**config.mk**
```make
export PLATFORM = sky130hd
export DESIGN_NAME = mem_copy_engine
export DESIGN_NICKNAME = d
export VERILOG_FILES = /design/src/rtl/mem_copy_engine.sv
export SDC_FILE = /design/constraint.sdc
export NUM_CORES = 1
export LEC_CHECK = 0
export CAP_MARGIN = 20
export CORE_ASPECT_RATIO = 0.7
export CORE_MARGIN = 3
export CORE_UTILIZATION = 52
export CTS_BUF_LIST = sky130_fd_sc_hd__clkbuf_4
export DETAILED_ROUTE_END_ITERATION = 10
export MAX_ROUTING_LAYER = met4
export PLACE_DENSITY = 0.94
export SYNTH_ARGS = -nofsm -noshare
export SYNTH_HDL_FRONTEND = slang
export SYNTH_SLANG_ARGS = --single-unit
```
**constraint.sdc**
```tcl
create_clock -name clk -period 4.62 [get_ports clk]
set_clock_uncertainty 0.1 [all_clocks]
set_input_delay 0.462 -clock clk [delete_from_list [all_inputs] [get_ports clk]]
set_output_delay 0.462 -clock clk [all_outputs]
set_load 0.02 [all_outputs]
```
**src/rtl/mem_copy_engine.sv**
```systemverilog
// Block-copy bus master for the single-port data memory: reads src+idx, writes dst+idx, one word per RD/WR pair.
// Optional `CHECKSUM_EN adds a running sum of copied words on port checksum.
module mem_copy_engine #(
    parameter int ADDR_W = 7,
    parameter int DATA_W = 32,
    parameter int LEN_W  = 8
) (
    input  logic              clk,
    input  logic              reset,
    input  logic              start,
    input  logic [ADDR_W-1:0] src_addr,
    input  logic [ADDR_W-1:0] dst_addr,
    input  logic [LEN_W-1:0]  len,
    output logic              busy,
    output logic              done,
    output logic [ADDR_W-1:0] mem_addr,
    output logic [DATA_W-1:0] mem_wdata,
    output logic              mem_we,
    input  logic [DATA_W-1:0] mem_rdata
`ifdef CHECKSUM_EN
    ,
    output logic [DATA_W-1:0] checksum
`endif
);

    typedef enum logic [1:0] {IDLE, RD, WR, DONE} state_t;

    localparam logic [LEN_W-1:0] MAX_LEN = LEN_W'(2 ** ADDR_W);

    state_t            state;
    logic [ADDR_W-1:0] src_q;
    logic [ADDR_W-1:0] dst_q;
    logic [LEN_W-1:0]  len_q;
    logic [LEN_W-1:0]  idx;
    logic [LEN_W-1:0]  idx_next;
    logic [LEN_W-1:0]  len_clamped;

    always_comb begin
        len_clamped = (len > MAX_LEN) ? MAX_LEN : len;
        idx_next    = idx + LEN_W'(1);
    end

    // Read data arrives registered during WR, so the write data is a gated pass-through.
    always_comb begin
        mem_wdata = '0;
        if (state == WR)
            mem_wdata = mem_rdata;
    end

    always_ff @(posedge clk) begin
        if (reset) begin
            state    <= IDLE;
            busy     <= 1'b0;
            done     <= 1'b0;
            mem_we   <= 1'b0;
            mem_addr <= '0;
            src_q    <= '0;
            dst_q    <= '0;
            len_q    <= '0;
            idx      <= '0;
`ifdef CHECKSUM_EN
            checksum <= '0;
`endif
        end else begin
            case (state)
                IDLE: begin
                    done <= 1'b0;
                    if (start) begin
                        src_q <= src_addr;
                        dst_q <= dst_addr;
                        len_q <= len_clamped;
                        idx   <= '0;
`ifdef CHECKSUM_EN
                        checksum <= '0;
`endif
                        if (len_clamped != '0) begin
                            state    <= RD;
                            busy     <= 1'b1;
                            mem_addr <= src_addr;
                            mem_we   <= 1'b0;
                        end else begin
                            state <= DONE;
                            done  <= 1'b1;
                        end
                    end
                end
                RD: begin
                    state    <= WR;
                    mem_addr <= dst_q + ADDR_W'(idx);
                    mem_we   <= 1'b1;
                end
                WR: begin
`ifdef CHECKSUM_EN
                    checksum <= checksum + mem_rdata;
`endif
                    if (idx_next == len_q) begin
                        state    <= DONE;
                        busy     <= 1'b0;
                        done     <= 1'b1;
                        mem_we   <= 1'b0;
                        mem_addr <= '0;
                    end else begin
                        idx      <= idx_next;
                        state    <= RD;
                        mem_we   <= 1'b0;
                        mem_addr <= src_q + ADDR_W'(idx_next);
                    end
                end
                DONE: begin
                    state <= IDLE;
                    done  <= 1'b0;
                end
                default: begin
                    state    <= IDLE;
                    busy     <= 1'b0;
                    done     <= 1'b0;
                    mem_we   <= 1'b0;
                    mem_addr <= '0;
                end
            endcase
        end
    end

endmodule

```
==> impl_metrics.toml <==
[drt]
drtAntennaViolNets = 0
dr.pass1.iters = 5
routed_wl_um = 9636
drtIter0Drc = 359
wl_per_cell_um = 17.49
vias = 3319
viasPerCell = 6.024
drc = 0

[timing]
slew_viol_final = 0
worstMarginPinSlew_ps = 1007
fin_hold_ws_ps = 357.0
finalSetupTns_ps = 0
fin_crit_ps = 3327
hold_violations = 0
rsz0062_at_grt = "no"
clock.fmax_mhz = 300.6
setup-violations-final = 0
finalCritPeriodShare_pct = 72.01
slew-limit-headroom_pct = 32.84

[cells_and_area]
drive_gt1_share_pct = 5.882
syn2layout_area_growth_pct = 31.37
utilization_pct = 71.39
antenna_cells = 0
final_cell_mix = "clkdlybuf4s50_1 (97), nand2_1 (53), dfxtp_1 (42)"
nets = 550
final_common_cell = "clkdlybuf4s50_1"
nFillCells = 460

[setup_path]
r2r_cells = 9
crit_path_end_kind = "primary output"
cp.required_ps = 4060
arrival_ps = 2760
startpoint_type = "flop"
cp-endpoint = "mem_wdata[5]"
crit_type = "flop to primary output"
rr_endpoint = "mem_addr[5]"
path_max_fanout = 33
regToRegSetupSlack_ps = 1640
r2r-start = "idx[2]"
cp-startpoint = "state[0]"

[cts]
htree_levels = 2
cts-root-buf = "clkbuf_4"
cts_tree = "yes"
clock-sinks = 42
cts_made_buffers = 5
insertion_delay_ps = 360
ctsHoldBuffers = 0
postCtsSetupBuffers = 0
cts.path.max_buffers = 2
cts_resized = 0
clk_pin_slew_ps = 140

[yosys]
synth_top_cell_by_area = "dfxtp_1"
synthesis.nets = 473
avgSynthCellArea_um2 = 7.938
synth_enable_flop_cells = 0
ys_ff_latch = 42
ys_top_cells_by_area = "dfxtp_1 (27%), and2_1 (6.7%), ha_1 (6.3%), nand2_1 (6.3%), a21oi_1 (6.2%)"
syn-instance-count = 398
ys_types = 64
synth_top_area_share_pct = 26.61
synth-main-ff-cell = "dfxtp_1"
ys_async_sr_fraction_pct = 0
synth_area_mm2 = 0.003159
ys_warn_count = 0
ys_seq_area_share_pct = 26.61

[placed_design]
portBuffers = 98
hpwl_um = 7285
gp_congestion = 0.9632

[power]
clock_power_share_pct = 10.3
combPwrFrac_pct = 61.9
total_power_mw = 1.783
pwr-share-seq_pct = 27.8
p_int_mw = 0.9390
leakagePower_nw = 1.536
vdd.ir_drop.worst_uv = 180.6
p_switching_mw = 0.8441
switching_share_pct = 47.34
power_density_mw_per_mm2 = 429.6

[floorplan]
boundaryPins = 99
start_util_pct = 54.35
die_h_um = 71.22
coreArea_mm2 = 0.005813
die_width_um = 99.16
num_rows = 23
die_area_mm2 = 0.007062

[min_path]
hold_class = "flop to flop"

[global_route]
overflow = 0
antenna_found_initial = 0
grt_usage_pct = 27.04
grt_max_degree = 55
grt_pass1_wl_um = 15040
first_global_vias = 3013

[status]
status = "finished, final reports clean"

[job]
cap_violations = 0
## cells in the mapped netlist, drive strengths merged (3+ instances only)
master / number
a21oi: 42
a221oi: 7
ha: 16
a211oi: 5
buf: 11
nor4: 9
inv: 10
xor2: 8
nand2b: 8
a31oi: 3
nor2: 24
nand3: 5
nand2: 54
mux2: 3
o311ai: 8
and2: 34
nor3b: 8
o21bai: 3
a32oi: 4
dfxtp: 42
xnor2: 13
clkbuf: 19
o21ai: 13
o211ai: 11
a21o: 6
a311oi: 3
## layer usage
metal / wire length, µm / GRT usage [%]
met5: 0 / -
met4: 186 / 7.727
met3: 1008 / 6.323
met2: 4267 / 41.44
met1: 4173 / 35.94
## critical path, cell delays in order, from the launching register on
cell	delay, ps
dfxtp_1	360
inv_1	90
ha_1	740
buf_4	400
and2_1	180
clkdlybuf4s50_1	630
## per-stage QoR
stage / worst slack (ps) / cell area [µm²] / instances
after detailed placement: 1467 / 4094 / 542
after global placement: 1613 / 4094 / 542
after global routing: 1078 / 4150 / 551
after floorplan: 2246 / 3159 / 398
after CTS: 1297 / 4143 / 550
final: 1293 / 4150 / 551
## power groups by stage
stage | Clock [mW] | Combinational [mW] | Sequential [mW]
2_1_floorplan | 0 | 0.685 | 0.516
3_3_place_gp | 0 | 1.04 | 0.499
3_5_place_dp | 0 | 1.08 | 0.502
4_1_cts | 0.181 | 1.08 | 0.494
5_1_grt | 0.196 | 1.19 | 0.503
6_report | 0.184 | 1.10 | 0.495
## sequential cells by signal, indices dropped and copies added (netlist names)
signal / count
mem_we: 1
state: 2
dst_q: 7
done: 1
idx: 8
src_q: 7
mem_addr: 7
len_q: 8
busy: 1
## worst min path at each step
stage | endpoint | depth (start not counted) | start | slack (ps)
after CTS | mem_we | 2 | mem_we | 360
after detailed placement | mem_we | 2 | mem_we | 340
after floorplan | dst_q[0] | 2 | dst_q[0] | 340
final | mem_we | 2 | mem_we | 360
after global placement | mem_we | 2 | mem_we | 340
after global routing | src_q[0] | 2 | src_q[0] | 390
## cell families (layout without fill, tap and decap cells)
kind of cell | after synthesis | count (layout) | synth area share, %
AO/OA/AOI/OAI | 118 | 118 | 26.26
AND/OR/NAND/NOR | 154 | 154 | 26.18
multiplexers | 5 | 5 | 1.822
flip-flops | 42 | 42 | 26.61
adder cells (fa/ha/maj) | 18 | 18 | 7.604
buffers and inverters | 40 | 118 | 5.703
XOR/XNOR | 21 | 21 | 5.822
## final cells by class
cell class / count / area (µm²) / area share (%)
inverters: 10 / 37.54 / 0.9044
clock buffers: 5 / 37.54 / 0.9044
multi-input cells: 316 / 2138 / 51.52
flip-flops and latches: 42 / 840.8 / 20.26
clock inverters: 3 / 11.26 / 0.2713
well taps: 75 / 93.84 / 2.261
repair buffers: 100 / 991.0 / 23.88
No activity file was read; power rests on OpenSTA's default activity.
